## src/rtl/usb_bulk_ep_xfer_if.sv

```systemverilog
// rtl/usb_bulk_ep_xfer_if.sv - transaction-layer token, OUT data, handshake and IN data signals
interface usb_bulk_ep_xfer_if;
    logic [1:0] trn_type;
    logic [3:0] trn_endpoint;
    logic       trn_start;
    logic [1:0] rx_data_type;
    logic [7:0] rx_data;
    logic       rx_valid;
    logic       rx_end;
    logic       crc_error;
    logic [1:0] rx_hsk_type;
    logic       rx_hsk_recv;
    logic [1:0] tx_hsk_type;
    logic       tx_send_hsk;
    logic       tx_hsk_sent;
    logic [1:0] tx_data_type;
    logic       tx_data_start;
    logic [7:0] tx_data;
    logic       tx_data_valid;
    logic       tx_data_last;
    logic       tx_data_ready;

    modport slave (
        input  trn_type, trn_endpoint, trn_start,
        input  rx_data_type, rx_data, rx_valid, rx_end, crc_error,
        input  rx_hsk_type, rx_hsk_recv, tx_hsk_sent, tx_data_ready,
        output tx_hsk_type, tx_send_hsk, tx_data_type, tx_data_start,
        output tx_data, tx_data_valid, tx_data_last
    );

    modport master (
        output trn_type, trn_endpoint, trn_start,
        output rx_data_type, rx_data, rx_valid, rx_end, crc_error,
        output rx_hsk_type, rx_hsk_recv, tx_hsk_sent, tx_data_ready,
        input  tx_hsk_type, tx_send_hsk, tx_data_type, tx_data_start,
        input  tx_data, tx_data_valid, tx_data_last
    );
endinterface

```

## src/rtl/usb_bulk_ep_xfer.sv

```systemverilog
// rtl/usb_bulk_ep_xfer.sv - bulk endpoint transfer engine: toggles, STALL/NAK, duplicate OUT, IN ack timeout
// Optional USB_BULK_PING_EN: answer PING tokens and reply NYET to a committed OUT when the endpoint fills.
module usb_bulk_ep_xfer #(
    parameter int NUM_EP      = 4,
    parameter int MAX_PKT     = 512,
    parameter int ACK_TIMEOUT = 1024
) (
    input  logic                  clk,
    input  logic                  rst,
    usb_bulk_ep_xfer_if.slave     bus,
    input  logic [NUM_EP-1:0]     ep_halt_i,
    input  logic [NUM_EP-1:0]     clear_toggle_i,
    input  logic [NUM_EP-1:0]     in_has_data_i,
    input  logic [8*NUM_EP-1:0]   in_data_i,
    input  logic [NUM_EP-1:0]     in_valid_i,
    input  logic [NUM_EP-1:0]     in_last_i,
    output logic [NUM_EP-1:0]     in_ready_o,
    output logic [NUM_EP-1:0]     in_ack_o,
    input  logic [NUM_EP-1:0]     out_ready_i,
    output logic [7:0]            out_data_o,
    output logic [NUM_EP-1:0]     out_valid_o,
    output logic [NUM_EP-1:0]     out_commit_o,
    output logic [NUM_EP-1:0]     out_drop_o
);
    localparam int EPW = (NUM_EP > 1) ? $clog2(NUM_EP) : 1;
    localparam int TW  = $clog2(ACK_TIMEOUT + 1);
    localparam logic [10:0] LAST_BEAT = 11'(MAX_PKT - 1);
    localparam logic [10:0] MAX_BEAT  = 11'(MAX_PKT);
    localparam logic [TW-1:0] TMO_LAST = TW'(ACK_TIMEOUT - 1);

    localparam logic [1:0] TOK_OUT  = 2'b00;
    localparam logic [1:0] TOK_IN   = 2'b10;
`ifdef USB_BULK_PING_EN
    localparam logic [1:0] TOK_PING = 2'b01;
`endif
    localparam logic [1:0] HSK_ACK   = 2'b00;
    localparam logic [1:0] HSK_NAK   = 2'b10;
    localparam logic [1:0] HSK_STALL = 2'b11;
`ifdef USB_BULK_PING_EN
    localparam logic [1:0] HSK_NYET  = 2'b01;
`endif

    typedef enum logic [2:0] {
        S_IDLE, S_IN_DATA, S_IN_WAIT, S_OUT_DATA, S_HSK
    } state_t;

    state_t            state_q, state_d;
    logic [EPW-1:0]    ep_q, ep_d;
    logic [1:0]        resp_q, resp_d;
    logic [1:0]        hsk_q, hsk_d;
    logic [10:0]       cnt_q, cnt_d;
    logic [TW-1:0]     tmo_q, tmo_d;
    logic [NUM_EP-1:0] in_tog_q, in_tog_d;
    logic [NUM_EP-1:0] out_tog_q, out_tog_d;
    logic [NUM_EP-1:0] ack_q, commit_q, drop_q;
    logic              in_flip, out_flip, ack_d, commit_d, drop_d;

    // Token-time endpoint lookup (before ep_q is latched)
    logic [3:0]     ep_m1;
    logic [EPW-1:0] tok_idx;
    logic           tok_valid, tok_halt, tok_has, tok_ordy;

    // Lookups for the latched endpoint
    logic [NUM_EP-1:0] ep_oh;
    logic [7:0]        sel_data;
    logic              sel_valid, sel_last, sel_ordy, sel_in_tog, sel_out_tog;

    logic        beat_acc, beat_last, fwd, oversize;
    logic [11:0] rx_total;

    assign ep_m1     = bus.trn_endpoint - 4'd1;
    assign tok_idx   = ep_m1[EPW-1:0];
    assign tok_valid = bus.trn_start && (bus.trn_endpoint != 4'd0) &&
                       (int'(bus.trn_endpoint) <= NUM_EP);
    assign rx_total  = {1'b0, cnt_q} + 12'(bus.rx_valid);
    assign oversize  = rx_total > 12'(MAX_PKT);

    always_comb begin
        tok_halt    = 1'b0;
        tok_has     = 1'b0;
        tok_ordy    = 1'b0;
        ep_oh       = '0;
        sel_data    = 8'h00;
        sel_valid   = 1'b0;
        sel_last    = 1'b0;
        sel_ordy    = 1'b0;
        sel_in_tog  = 1'b0;
        sel_out_tog = 1'b0;
        for (int i = 0; i < NUM_EP; i++) begin
            if (tok_idx == EPW'(i)) begin
                tok_halt = ep_halt_i[i];
                tok_has  = in_has_data_i[i];
                tok_ordy = out_ready_i[i];
            end
            if (ep_q == EPW'(i)) begin
                ep_oh[i]    = 1'b1;
                sel_data    = in_data_i[8*i +: 8];
                sel_valid   = in_valid_i[i];
                sel_last    = in_last_i[i];
                sel_ordy    = out_ready_i[i];
                sel_in_tog  = in_tog_q[i];
                sel_out_tog = out_tog_q[i];
            end
        end
    end

    always_ff @(posedge clk) begin
        if (rst) begin
            state_q   <= S_IDLE;
            ep_q      <= '0;
            resp_q    <= HSK_ACK;
            hsk_q     <= HSK_ACK;
            cnt_q     <= '0;
            tmo_q     <= '0;
            in_tog_q  <= '0;
            out_tog_q <= '0;
            ack_q     <= '0;
            commit_q  <= '0;
            drop_q    <= '0;
        end else begin
            state_q   <= state_d;
            ep_q      <= ep_d;
            resp_q    <= resp_d;
            hsk_q     <= hsk_d;
            cnt_q     <= cnt_d;
            tmo_q     <= tmo_d;
            in_tog_q  <= in_tog_d;
            out_tog_q <= out_tog_d;
            ack_q     <= ack_d    ? ep_oh : '0;
            commit_q  <= commit_d ? ep_oh : '0;
            drop_q    <= drop_d   ? ep_oh : '0;
        end
    end

    always_comb begin
        state_d  = state_q;
        ep_d     = ep_q;
        resp_d   = resp_q;
        hsk_d    = hsk_q;
        cnt_d    = cnt_q;
        tmo_d    = tmo_q;
        in_flip  = 1'b0;
        out_flip = 1'b0;
        ack_d    = 1'b0;
        commit_d = 1'b0;
        drop_d   = 1'b0;
        case (state_q)
            S_IDLE: begin
                if (tok_valid) begin
                    ep_d  = tok_idx;
                    cnt_d = '0;
                    case (bus.trn_type)
                        TOK_IN: begin
                            if (tok_halt) begin
                                hsk_d   = HSK_STALL;
                                state_d = S_HSK;
                            end else if (!tok_has) begin
                                hsk_d   = HSK_NAK;
                                state_d = S_HSK;
                            end else begin
                                state_d = S_IN_DATA;
                            end
                        end
                        TOK_OUT: begin
                            resp_d  = tok_halt ? HSK_STALL : (tok_ordy ? HSK_ACK : HSK_NAK);
                            state_d = S_OUT_DATA;
                        end
`ifdef USB_BULK_PING_EN
                        TOK_PING: begin
                            hsk_d   = tok_halt ? HSK_STALL : (tok_ordy ? HSK_ACK : HSK_NAK);
                            state_d = S_HSK;
                        end
`endif
                        default: ;
                    endcase
                end
            end
            S_IN_DATA: begin
                if (beat_acc) begin
                    cnt_d = cnt_q + 11'd1;
                    if (beat_last) begin
                        tmo_d   = '0;
                        state_d = S_IN_WAIT;
                    end
                end
            end
            S_IN_WAIT: begin
                if (bus.rx_hsk_recv) begin
                    if (bus.rx_hsk_type == HSK_ACK) begin
                        in_flip = 1'b1;
                        ack_d   = 1'b1;
                    end
                    state_d = S_IDLE;
                end else if (tmo_q == TMO_LAST) begin
                    state_d = S_IDLE;
                end else begin
                    tmo_d = tmo_q + TW'(1);
                end
            end
            S_OUT_DATA: begin
                if (bus.rx_end) begin
                    if (bus.crc_error || oversize) begin
                        drop_d  = 1'b1;
                        state_d = S_IDLE;
                    end else if (resp_q != HSK_ACK) begin
                        hsk_d   = resp_q;
                        state_d = S_HSK;
                    end else if (bus.rx_data_type != {sel_out_tog, 1'b0}) begin
                        // Host missed our previous ACK and resent: acknowledge, keep nothing
                        drop_d  = 1'b1;
                        hsk_d   = HSK_ACK;
                        state_d = S_HSK;
                    end else begin
                        commit_d = 1'b1;
                        out_flip = 1'b1;
`ifdef USB_BULK_PING_EN
                        hsk_d    = sel_ordy ? HSK_ACK : HSK_NYET;
`else
                        hsk_d    = HSK_ACK;
`endif
                        state_d  = S_HSK;
                    end
                end else if (bus.rx_valid && (cnt_q != 11'h7ff)) begin
                    cnt_d = cnt_q + 11'd1;
                end
            end
            S_HSK: begin
                if (bus.tx_hsk_sent) begin
                    state_d = S_IDLE;
                end
            end
            default: state_d = S_IDLE;
        endcase
    end

    // clear_toggle is applied after the flip so it wins when both land together
    always_comb begin
        in_tog_d  = (in_tog_q  ^ (in_flip  ? ep_oh : '0)) & ~clear_toggle_i;
        out_tog_d = (out_tog_q ^ (out_flip ? ep_oh : '0)) & ~clear_toggle_i;
    end

    always_comb begin
        bus.tx_data_start = (state_q == S_IN_DATA);
        bus.tx_data_valid = bus.tx_data_start && sel_valid;
        bus.tx_data       = bus.tx_data_valid ? sel_data : 8'h00;
        beat_last         = sel_last || (cnt_q == LAST_BEAT);
        bus.tx_data_last  = bus.tx_data_valid && beat_last;
        bus.tx_data_type  = bus.tx_data_start ? {sel_in_tog, 1'b0} : 2'b00;
        beat_acc          = bus.tx_data_valid && bus.tx_data_ready;
        bus.tx_send_hsk   = (state_q == S_HSK);
        bus.tx_hsk_type   = hsk_q;
        in_ready_o        = beat_acc ? ep_oh : '0;
        fwd               = (state_q == S_OUT_DATA) && bus.rx_valid &&
                            (resp_q == HSK_ACK) && (cnt_q < MAX_BEAT);
        out_valid_o       = fwd ? ep_oh : '0;
        out_data_o        = fwd ? bus.rx_data : 8'h00;
        in_ack_o          = ack_q;
        out_commit_o      = commit_q;
        out_drop_o        = drop_q;
    end
endmodule

```

## src/flat_wrapper.sv

```systemverilog
// flat-port wrapper written by rule: the top's interface ports become plain ports
module usb_bulk_ep_xfer_flat 
#(
    parameter int NUM_EP      = 4,
    parameter int MAX_PKT     = 512,
    parameter int ACK_TIMEOUT = 1024
)
  (clk, rst, ep_halt_i, clear_toggle_i, in_has_data_i, in_data_i, in_valid_i, in_last_i, in_ready_o, in_ack_o, out_ready_i, out_data_o, out_valid_o, out_commit_o, out_drop_o, bus_trn_type, bus_trn_endpoint, bus_trn_start, bus_rx_data_type, bus_rx_data, bus_rx_valid, bus_rx_end, bus_crc_error, bus_rx_hsk_type, bus_rx_hsk_recv, bus_tx_hsk_sent, bus_tx_data_ready, bus_tx_hsk_type, bus_tx_send_hsk, bus_tx_data_type, bus_tx_data_start, bus_tx_data, bus_tx_data_valid, bus_tx_data_last);
  usb_bulk_ep_xfer_if bus_i ();
  input  logic clk;
  input  logic rst;
  input  logic [NUM_EP-1:0] ep_halt_i;
  input  logic [NUM_EP-1:0] clear_toggle_i;
  input  logic [NUM_EP-1:0] in_has_data_i;
  input  logic [8*NUM_EP-1:0] in_data_i;
  input  logic [NUM_EP-1:0] in_valid_i;
  input  logic [NUM_EP-1:0] in_last_i;
  output logic [NUM_EP-1:0] in_ready_o;
  output logic [NUM_EP-1:0] in_ack_o;
  input  logic [NUM_EP-1:0] out_ready_i;
  output logic [7:0] out_data_o;
  output logic [NUM_EP-1:0] out_valid_o;
  output logic [NUM_EP-1:0] out_commit_o;
  output logic [NUM_EP-1:0] out_drop_o;
  input wire logic [$bits(bus_i.trn_type)-1:0] bus_trn_type;
  input wire logic [$bits(bus_i.trn_endpoint)-1:0] bus_trn_endpoint;
  input wire logic [$bits(bus_i.trn_start)-1:0] bus_trn_start;
  input wire logic [$bits(bus_i.rx_data_type)-1:0] bus_rx_data_type;
  input wire logic [$bits(bus_i.rx_data)-1:0] bus_rx_data;
  input wire logic [$bits(bus_i.rx_valid)-1:0] bus_rx_valid;
  input wire logic [$bits(bus_i.rx_end)-1:0] bus_rx_end;
  input wire logic [$bits(bus_i.crc_error)-1:0] bus_crc_error;
  input wire logic [$bits(bus_i.rx_hsk_type)-1:0] bus_rx_hsk_type;
  input wire logic [$bits(bus_i.rx_hsk_recv)-1:0] bus_rx_hsk_recv;
  input wire logic [$bits(bus_i.tx_hsk_sent)-1:0] bus_tx_hsk_sent;
  input wire logic [$bits(bus_i.tx_data_ready)-1:0] bus_tx_data_ready;
  output wire logic [$bits(bus_i.tx_hsk_type)-1:0] bus_tx_hsk_type;
  output wire logic [$bits(bus_i.tx_send_hsk)-1:0] bus_tx_send_hsk;
  output wire logic [$bits(bus_i.tx_data_type)-1:0] bus_tx_data_type;
  output wire logic [$bits(bus_i.tx_data_start)-1:0] bus_tx_data_start;
  output wire logic [$bits(bus_i.tx_data)-1:0] bus_tx_data;
  output wire logic [$bits(bus_i.tx_data_valid)-1:0] bus_tx_data_valid;
  output wire logic [$bits(bus_i.tx_data_last)-1:0] bus_tx_data_last;
  assign bus_i.trn_type = bus_trn_type;
  assign bus_i.trn_endpoint = bus_trn_endpoint;
  assign bus_i.trn_start = bus_trn_start;
  assign bus_i.rx_data_type = bus_rx_data_type;
  assign bus_i.rx_data = bus_rx_data;
  assign bus_i.rx_valid = bus_rx_valid;
  assign bus_i.rx_end = bus_rx_end;
  assign bus_i.crc_error = bus_crc_error;
  assign bus_i.rx_hsk_type = bus_rx_hsk_type;
  assign bus_i.rx_hsk_recv = bus_rx_hsk_recv;
  assign bus_i.tx_hsk_sent = bus_tx_hsk_sent;
  assign bus_i.tx_data_ready = bus_tx_data_ready;
  assign bus_tx_hsk_type = bus_i.tx_hsk_type;
  assign bus_tx_send_hsk = bus_i.tx_send_hsk;
  assign bus_tx_data_type = bus_i.tx_data_type;
  assign bus_tx_data_start = bus_i.tx_data_start;
  assign bus_tx_data = bus_i.tx_data;
  assign bus_tx_data_valid = bus_i.tx_data_valid;
  assign bus_tx_data_last = bus_i.tx_data_last;
  usb_bulk_ep_xfer #(.NUM_EP(NUM_EP), .MAX_PKT(MAX_PKT), .ACK_TIMEOUT(ACK_TIMEOUT)) u_core (.clk(clk), .rst(rst), .bus(bus_i), .ep_halt_i(ep_halt_i), .clear_toggle_i(clear_toggle_i), .in_has_data_i(in_has_data_i), .in_data_i(in_data_i), .in_valid_i(in_valid_i), .in_last_i(in_last_i), .in_ready_o(in_ready_o), .in_ack_o(in_ack_o), .out_ready_i(out_ready_i), .out_data_o(out_data_o), .out_valid_o(out_valid_o), .out_commit_o(out_commit_o), .out_drop_o(out_drop_o));
endmodule
```

## config.mk

```make
export PLATFORM = sky130hd
export DESIGN_NAME = usb_bulk_ep_xfer_flat
export DESIGN_NICKNAME = d
export VERILOG_FILES = /design/src/rtl/usb_bulk_ep_xfer_if.sv /design/src/rtl/usb_bulk_ep_xfer.sv /design/src/flat_wrapper.sv
export SDC_FILE = /design/constraint.sdc
export NUM_CORES = 1
export LEC_CHECK = 0
export ABC_AREA = 0
export CAP_MARGIN = 15
export CORE_ASPECT_RATIO = 0.5
export CORE_UTILIZATION = 55
export CTS_CLUSTER_SIZE = 40
export DETAILED_ROUTE_END_ITERATION = 7
export DONT_BUFFER_PORTS = 1
export GPL_ROUTABILITY_DRIVEN = 0
export MAX_ROUTING_LAYER = met4
export PLACE_DENSITY_LB_ADDON = 0.1
export SYNTH_ARGS = -nofsm -noshare
export SYNTH_HDL_FRONTEND = slang
export SYNTH_SLANG_ARGS = --single-unit
```

## constraint.sdc

```tcl
create_clock -name clk -period 3.1 [get_ports clk]
set_clock_uncertainty 0.15 [all_clocks]
set_input_delay 0.62 -clock clk [delete_from_list [all_inputs] [get_ports clk]]
set_output_delay 0.62 -clock clk [all_outputs]
set_load 0.05 [all_outputs]
```

==> results of run 1 <==
## metrics by stage
stage	hold WS, ns	util (%)	cells
2_1_floorplan	0.266	-	388
3_3_place_gp	0.275	60.1	458
3_5_place_dp	0.281	60.1	458
4_1_cts	0.231	62.7	466
5_1_grt	0.220	62.8	466
6_report	0.242	62.8	466
## worst max-delay path: stages, from the launching register on
cell and delay (ns):
dfxtp_1 0.39, buf_6 0.25, mux4_2 0.64, nand2_1 0.17, inv_1 0.08, nand2_1 0.12
nor2_1 0.06, buf_4 0.20
## cell families (layout without fill, tap and decap cells)
| family | count (synthesis) | in the layout | share of synthesized area [%] |
|---|---|---|---|
| and+or+nand+nor | 201 | 201 | 31.8 |
| AOI/OAI and AO/OA | 56 | 56 | 12.5 |
| DFF | 51 | 51 | 31.9 |
| buffers and inverters | 30 | 35 | 4.03 |
| xor gates and xnor gates | 21 | 21 | 5.75 |
| muxes | 19 | 19 | 10.3 |
| adders and majority gates | 9 | 9 | 3.52 |
| other | 1 | 1 | 0.117 |
## cell type report
class | instances | area (µm²) | area share, %
well taps | 73 | 91.3 | 2.63
repair buffers | 17 | 131 | 3.78
clock buffers | 5 | 125 | 3.60
clock inverters | 3 | 20.0 | 0.576
inverters | 10 | 37.5 | 1.08
multi-input cells | 307 | 2050 | 59.0
flip-flops and latches | 51 | 1020 | 29.4
## sequential cells by signal, indices dropped and copies added (netlist names)
signal / flops
u_core.cnt_q: 11
u_core.tmo_q: 11
u_core.in_ack_o: 4
u_core.in_tog_q: 4
u_core.out_commit_o: 4
u_core.out_drop_o: 4
u_core.out_tog_q: 4
u_core.state_q: 3
u_core.bus.tx_hsk_type: 2
u_core.ep_q: 2
u_core.resp_q: 2
## report_power, final
| group | leakage (nW) | switching (mW) | total (mW) | internal (mW) |
|---|---|---|---|---|
| clock | 0.0658 | 0.244 | 0.541 | 0.297 |
| combinational | 0.791 | 0.124 | 0.210 | 0.0861 |
| sequential | 0.411 | 0.0169 | 0.679 | 0.662 |
| total | 1.27 | 0.384 | 1.43 | 1.05 |
## synthesized netlist by cell type (4+ instances only)
| cell type | number | share of area (%) |
|---|---|---|
| nor2_1 | 66 | 7.7 |
| dfxtp_1 | 51 | 32 |
| nand2_1 | 32 | 3.8 |
| and2_1 | 16 | 3.1 |
| a21oi_1 | 14 | 2.2 |
| and3_1 | 13 | 2.5 |
| nand3_1 | 13 | 2.0 |
| o21ai_0 | 13 | 2.0 |
| clkbuf_1 | 12 | 1.4 |
| xor2_1 | 12 | 3.3 |
| mux4_2 | 11 | 7.7 |
| inv_1 | 10 | 1.2 |
| nor3_1 | 10 | 1.6 |
| ha_1 | 9 | 3.5 |
| xnor2_1 | 9 | 2.5 |
| nand4_1 | 8 | 1.6 |
| mux2i_1 | 6 | 1.9 |
| nand2b_1 | 6 | 1.2 |
| nor4_1 | 6 | 1.2 |
| or2_2 | 6 | 1.2 |
| a211oi_1 | 5 | 1.2 |
| a311oi_1 | 4 | 1.1 |
| buf_2 | 4 | 0.63 |
| nand3b_1 | 4 | 0.94 |
| or3_1 | 4 | 0.78 |
| or4_1 | 4 | 0.94 |
## final timing paths
check                                 from                             end  slack, ns  cells past startpoint
max reg2reg   u_core.cnt_q[1]$_SDFFE_PP0P_  u_core.state_q[1]$_SDFFE_PP0P_       0.20                      8
max            u_core.ep_q[0]$_SDFFE_PP0P_                   in_ready_o[2]       0.13                      7
min                      clear_toggle_i[2]  u_core.out_tog_q[2]$_SDFF_PP0_       0.24                      1
min reg2reg  u_core.tmo_q[10]$_SDFFE_PP0P_   u_core.tmo_q[10]$_SDFFE_PP0P_       0.29                      2
## metal layers
| metal | track usage, % | wire length (µm) |
|---|---|---|
| met5 | - | 0 |
| met4 | 7.05 | 68 |
| met3 | 6.44 | 512 |
| met2 | 47.5 | 3940 |
| met1 | 34.4 | 3560 |
## placed cells by master, fill, tap and decap left out, types with 11 or more instances in the layout
cell	synthesis	routed
a21oi_1	14	14
dfxtp_1	51	51
nand3_1	13	13
and2_1	16	16
and3_1	13	13
nor2_1	66	66
buf_4	1	16
nand2_1	32	32
o21ai_0	13	13
xor2_1	12	12
mux4_2	11	11
==> metrics.txt, run 1 <==
routed vias/inst 6.04; Clock Latency Late Sink 0.29 ns; GRT overflow 0; crit path DAT 2.20 ns; P_leak 1.27 nW; Post-CTS Resized 0; Max VDD drop 0.000284 V; Post-synth EDFFs 0; H-tree depth 2; # rows 19; Seq/Total Area, Yosys 31.9%; post-synthesis async set-or-reset flop share 0%; power per cell area 411 nW/µm²; Root Buffer clkbuf_16; Num CTS Buffers 5; Post-CTS Setup Bufs 0; Post-CTS Hold Buffers 0; 1st-pass router iterations 4; hold crit path type in -> reg; Total GRT Usage 28.3%; HPWL Detailed 6.30 mm; final WL 8.09 mm; layout cells sized above 1 12.5%; first-pass GRT wire length 12.9 mm; Horiz. Die Dim 110 µm; total power 1.43 mW; DIE HEIGHT 55.9 µm; largest net degree at the start of global routing 31; clk sinks 51; fin nets 484; vias in the first global route 2661; syn_area_per_cell 8.24 µm²; FILL cells 487; CTS tree done; vias 2815; Least-Margin Pin Slew 0.606 ns; Netlist cell types 55; element type at the critical path start register; 1st-iter DRT viols 175; Top Ports 127; final setup vio count 0; setup TNS 0 ns; DRC viols 0; Avg WL per Cell 17.4 µm; upper clock frequency limit 0.337 GHz; Cell Area, Synth 3200 µm²; DP Area 3330 µm²; final period utilization 95.7%; Clock Tree Buf Depth 2; Starting Density 57.7%; Yosys Warn Count 0; die area 6140 µm²; CTS clk-pin slew, worst paths 0.07 ns; status finished, final reports clean; max-slew violations 0; RSZ-0062 raised after global routing false; Tmin final 2.97 ns; n_diodes 0; Post-Syn Nets 480; Cells after Synth 388; area growth from synthesis to layout 8.81%; Req. time, crit path 2.33 ns; FF+latch count, synth 51; Worst slew margin 58.5%; Core ar. 5540 µm²; antenna violations before repair 0; PortBufs 0; post-route cell area 3480 µm²; worst slack, placed 0.123 ns; Crit Path Class reg -> out; CP max FO 19; final hold vios 0; Setup WS post-layout 0.134 ns; max_cap viols 0; top_reg_cell synth dfxtp_1; Final ANT Viol Nets 0; CP endpoint kind primary output
(Power assumes the default switching activity.)
==> inputs of run 2 (changes only) <==
--- a/config.mk
+++ b/config.mk
@@ -8,6 +8,5 @@
 export ABC_AREA = 0
 export CAP_MARGIN = 15
-export CORE_ASPECT_RATIO = 0.5
-export CORE_UTILIZATION = 55
+export CORE_UTILIZATION = 49
 export CTS_CLUSTER_SIZE = 40
 export DETAILED_ROUTE_END_ITERATION = 7
==> constraint.sdc (replaced) <==
create_clock -name clk -period 3.1 [get_ports clk]
set_clock_uncertainty 0.15 [all_clocks]
set_input_delay 0.465 -clock clk [delete_from_list [all_inputs] [get_ports clk]]
set_output_delay 0.465 -clock clk [all_outputs]
set_load 0.05 [all_outputs]
==> run 2 against run 1 <==
Net effect: sequential share of layout area rose by 0.39 points; cell area down 1.3%; sequential power is essentially flat; final cell count is 0.86% higher; utilization decreased by 8.4 points; critical path depth did not move; global-route usage fell by 4.1 points; routed wire length fell by 1.9%; clock-buffer cell count rose by 1; first-iteration DRC count down 5.7%; largest cell class unchanged.
==> metrics.txt, run 2 (synthesized netlist as in run 1, its figures left out) <==
Num CTS Buffers 5 (unchanged); non-filler cells, final 470 (+0.86%); die area 6850 µm² (+12%); CTS tree done; Root Buffer clkbuf_8; PortBufs 0 (unchanged); H-tree depth 2 (unchanged); routed vias/inst 6.00 (-0.64%); max-slew violations 0 (unchanged); most frequent cells in the layout 66 x nor2_1, 51 x dfxtp_1, 32 x nand2_1; upper clock frequency limit 0.344 GHz (+2.1%); Avg WL per Cell 16.9 µm (-2.8%); 1st-iter DRT viols 165 (-5.7%); Least-Margin Pin Slew 0.750 ns (+0.144 ns); Crit Path Class reg -> out; status finished, final reports clean; Cells after DPL 462 (+0.87%); first-pass GRT wire length 12.2 mm (-5.4%); DP Area 3330 µm² (+0.15%); largest net degree at the start of global routing 31 (unchanged); Hold Crit Start clear_toggle_i[2]; Gate power share 16.2% (+1.5 points); CP endpoint kind primary output; DIE HEIGHT 82.8 µm (+48%); DRC viols 0 (unchanged); final setup vio count 0 (unchanged); switching power 0.377 mW (-1.9%); Clock Tree Buf Depth 2 (unchanged); setup TNS 0 ns (unchanged); Starting Density 50.6% (-7.1 points); Horiz. Die Dim 82.8 µm (-25%); Top Ports 127 (unchanged); Pint 0.933 mW (-11%); max_cap viols 0 (unchanged); layout cells sized above 1 12.5% (unchanged); Setup WS post-layout 0.196 ns (+0.0616 ns); fin nets 484 (unchanged); CTS clk-pin slew, worst paths 0.10 ns (+0.03 ns); Reg power frac 51.8% (+4.3 points); n_diodes 0 (unchanged); clk sinks 51 (unchanged); clock power share 32.0% (-5.8 points); RSZ-0062 raised after global routing false; Core ar. 6310 µm² (+14%); CP max FO 19 (unchanged); Tmin final 2.90 ns (-0.0616 ns); vias in the first global route 2530 (-4.9%); vias 2821 (+0.21%); 1st-pass router iterations 4 (unchanged); FILL cells 624 (+28%); GRT overflow 0 (unchanged); final hold vios 0 (unchanged); hold crit path type in -> reg; Worst slew margin 48.7% (-9.8 points); final period utilization 93.7% (-2.0 points); post-route cell area 3430 µm² (-1.3%); Final ANT Viol Nets 0 (unchanged); Worst Setup SP u_core.ep_q[0]$_SDFFE_PP0P_; element type at the critical path start register; commonest non-fill, non-tap cell in the layout nor2_1; worst slack, placed 0.302 ns (+0.179 ns); final WL 7.93 mm (-1.9%); antenna violations before repair 0 (unchanged); Total GRT Usage 24.2% (-4.1 points); power per cell area 381 nW/µm² (-7.2%); area growth from synthesis to layout 7.40%; crit path DAT 2.29 ns (+0.09 ns); # rows 29 (+10); Post-CTS Hold Buffers 0 (unchanged); Post-CTS Resized 0 (unchanged); HPWL Detailed 6.09 mm (-3.3%); total power 1.31 mW (-8.4%); Post-CTS Setup Bufs 0 (unchanged); Sw Ratio 28.8% (+1.9 points); Clock Latency Late Sink 0.31 ns (+0.02 ns); Req. time, crit path 2.48 ns (+0.15 ns); Max VDD drop 0.000271 V (-4.5%); Critical R2R Launch u_core.cnt_q[0]$_SDFFE_PP0P_; P_leak 1.25 nW (-1.4%); Regs by FF count u_core.cnt_q (11), u_core.tmo_q (11)
run 2: cell count changes in the layout (fill, tap and decap cells not counted), sizes merged:
cell	delta
clkbuf	+1
clkinvlp	-1
run 2: routing by layer:
metal	GRT usage, %	part of all wire, %	up-vias	wire length, µm
met3	6.01	5.5	4	440
met5	-	0	-	0
met4	4.66	0.55	0	44
li1	-	-	1399	-
met2	41.9	50	66	3950
met1	28.6	44	1352	3500
run 2: power by group through the flow:
stage	registers (mW)	clock network, mW	logic, mW
6_report	0.679	0.419	0.212
5_1_grt	0.681	0.451	0.236
4_1_cts	0.679	0.425	0.214
3_5_place_dp	0.694	0	0.212
3_3_place_gp	0.694	0	0.210
2_1_floorplan	0.683	0	0.186
run 2: final timing paths:
kind              slack (ns)  cells after the start                              to
hold reg to reg         0.30                      2   u_core.tmo_q[10]$_SDFFE_PP0P_
setup / recovery        0.20                      7                   in_ready_o[1]
hold / removal          0.06                      1  u_core.out_tog_q[2]$_SDFF_PP0_
setup reg to reg        0.32                      8  u_core.out_tog_q[2]$_SDFF_PP0_
run 2: metrics by stage:
stage	utilization (%)	hold WS (ns)
final	54.4	0.0639
after global routing	54.4	0.0458
after CTS	54.4	0.0511
after detailed placement	52.8	0.283
after global placement	52.8	0.275
after floorplan	-	0.266
run 2: final cells by class:
cell class                      instances  area (µm²)  share of cell area (%)
Multi-Input combinational cell        307        2050                    59.8
Timing Repair Buffer                   17         128                    3.72
Tap cell                               77        96.3                    2.81
Clock buffer                            6        82.6                    2.41
Clock inverter                          2        16.3                   0.474
Inverter                               10        37.5                    1.09
Sequential cell                        51        1020                    29.7
run 2: worst max-delay path, stage by stage (launching register included):
cell	delay, ns
dfxtp_1	0.39
buf_4	0.31
mux4_2	0.66
nand2_1	0.15
inv_1	0.06
nand2_1	0.14
nor2_1	0.07
buf_4	0.20
==> inputs of run 3 (changes only) <==
- clock period: 3.1 -> 3.69 ns (I/O delays scaled with it)
==> run 3 against run 2 <==
Net effect: non-clock buffer count is 1 lower; routed wire length shrank 2.9%; clock power is 3% lower; via count is 1.5% lower; largest power group unchanged; hold slack better by 0.097 ns; register-to-register slack gained 0.49 ns; combinational power down 18%.
==> metrics.txt, run 3 (synthesized netlist as in run 1, its figures left out) <==
CTS clk-pin slew, worst paths 0.09 ns (about the same); Starting Density 50.6% (unchanged); DIE HEIGHT 82.8 µm (unchanged); max_cap viols 0 (unchanged); status finished, final reports clean; n_diodes 0 (unchanged); final period utilization 84.0%; # rows 29 (unchanged); CTS tree done; PortBufs 0 (unchanged); Root Buffer clkbuf_8; Post-CTS Resized 0 (unchanged); clk sinks 51 (unchanged); Cell Chain, Critical Path buf_4, mux4_2, nand2_1, inv_1, nand2_1, nor2_1, buf_4; fin nets 483 (-0.21%); Horiz. Die Dim 82.8 µm (unchanged); capture point of the worst reg-to-reg path u_core.state_q[1]$_SDFFE_PP0P_; first-pass GRT wire length 11.7 mm (-3.6%); vias 2778 (-1.5%); GRT overflow 0 (unchanged); Clock Latency Late Sink 0.30 ns (about the same); hold path endpoint u_core.in_tog_q[3]$_SDFF_PP0_; final hold vios 0 (unchanged); area growth from synthesis to layout 7.75%; Max VDD drop 0.000261 V (-3.7%); Total GRT Usage 23.4% (-0.80 points); FILL cells 613 (-1.8%); P_leak 1.26 nW (+0.68%); Tmin final 3.10 ns; CP max FO 12 (-7); CP max-delay cell mux4_2; final setup vio count 0 (unchanged); DRC viols 0 (unchanged); final WL 7.70 mm (-2.9%); Clock Tree Buf Depth 2 (unchanged); Least-Margin Pin Slew 0.760 ns (+0.00996 ns); die area 6850 µm² (unchanged); HPWL Detailed 6.04 mm (-0.85%); reg2reg path depth 8 (unchanged); setup TNS 0 ns (unchanged); layout cells sized above 1 12.2% (-0.22 points); Post-CTS Setup Bufs 0 (unchanged); 1st-iter DRT viols 187 (+13%); hold crit path type in -> reg; Core ar. 6310 µm² (unchanged); power per cell area 334 nW/µm² (-12%); hold-critical path depth 1 (unchanged); routed vias/inst 5.92 (-1.3%); commonest non-fill, non-tap cell in the layout nor2_1; element type at the critical path start register; vias in the first global route 2453 (-3.0%); Top Ports 127 (unchanged); crit path DAT 2.40 ns (+0.11 ns); flop2flop setup slack 0.81 ns (+0.49 ns); Avg WL per Cell 16.4 µm (-2.7%); Hold Crit Start clear_toggle_i[3]; 1st-pass router iterations 4 (unchanged); upper clock frequency limit 0.323 GHz; antenna violations before repair 0 (unchanged); DP Area 3330 µm² (-0.23%); Crit Path Class reg -> out; CP endpoint kind primary output; H-tree depth 2 (unchanged); post-route cell area 3440 µm² (+0.33%); max incr delay on CP 0.63 ns (-0.03 ns); largest net degree at the start of global routing 31 (unchanged); Critical R2R Launch u_core.ep_q[0]$_SDFFE_PP0P_; Post-CTS Hold Buffers 0 (unchanged); RSZ-0062 raised after global routing false; Regs by FF count u_core.cnt_q (11), u_core.tmo_q (11); most frequent cells in the layout 66 x nor2_1, 51 x dfxtp_1, 32 x nand2_1; max-slew violations 0 (unchanged); Num CTS Buffers 5 (unchanged); Final ANT Viol Nets 0 (unchanged); Worst slew margin 48.0% (-0.68 points); Req. time, crit path 2.99 ns (+0.51 ns)
run 3: power breakdown:
group	total (mW)	leakage (nW)	internal, mW	switching, mW
combinational	0.173	0.786	0.0717	0.101
clock	0.405	0.0612	0.220	0.185
sequential	0.572	0.411	0.556	0.0163
total	1.15	1.26	0.847	0.303
run 3: worst max path at each step:
stage / startpoint / endpoint / slack, ns
after floorplan: u_core.state_q[0]$_SDFFE_PP0P_ / in_ready_o[0] / 0.82
after global routing: u_core.ep_q[0]$_SDFFE_PP0P_ / in_ready_o[1] / 0.39
after global placement: bus_trn_endpoint[0] / u_core.bus.tx_hsk_type[0]$_SDFFE_PP0P_ / 0.70
after detailed placement: bus_trn_endpoint[0] / u_core.bus.tx_hsk_type[0]$_SDFFE_PP0P_ / 0.68
after CTS: u_core.ep_q[0]$_SDFFE_PP0P_ / in_ready_o[1] / 0.57
final: u_core.ep_q[0]$_SDFFE_PP0P_ / in_ready_o[1] / 0.59
run 3: critical path, delay by kind of cell (launching register included):
family                 cells  cell delay [ns]
muxes                      1             0.63
buffers and inverters      3             0.57
and+or+nand+nor            3             0.37
DFF                        1             0.51
run 3: cell type report:
cell class                      count  area (µm²)  share of cell area, %
Multi-Input combinational cell    307        2050                   59.6
Sequential cell                    51        1020                   29.6
Timing Repair Buffer               16         120                   3.49
Tap cell                           77        96.3                   2.80
Clock buffer                        6        82.6                   2.40
Inverter                           10        37.5                   1.09
Clock inverter                      2        35.0                   1.02
run 3: per-stage QoR:
stage / setup WS [ns] / util (%) / total power [mW] / hold slack, ns / cells
after floorplan: 0.824 / - / 0.730 / 0.266 / 388
after global placement: 0.698 / 52.7 / 0.756 / 0.274 / 461
after detailed placement: 0.678 / 52.7 / 0.758 / 0.284 / 461
after CTS: 0.566 / 54.6 / 1.16 / 0.153 / 469
after global routing: 0.392 / 54.6 / 1.20 / 0.148 / 469
final: 0.590 / 54.6 / 1.15 / 0.161 / 469
run 3: layer usage:
metal  GRT usage [%]  wire length (µm)  up-vias
li1                -                 -     1398
met1            30.4              3570     1295
met2            36.9              3550       77
met3            4.81               471        8
met4            6.55               109        0
met5               -                 0        -
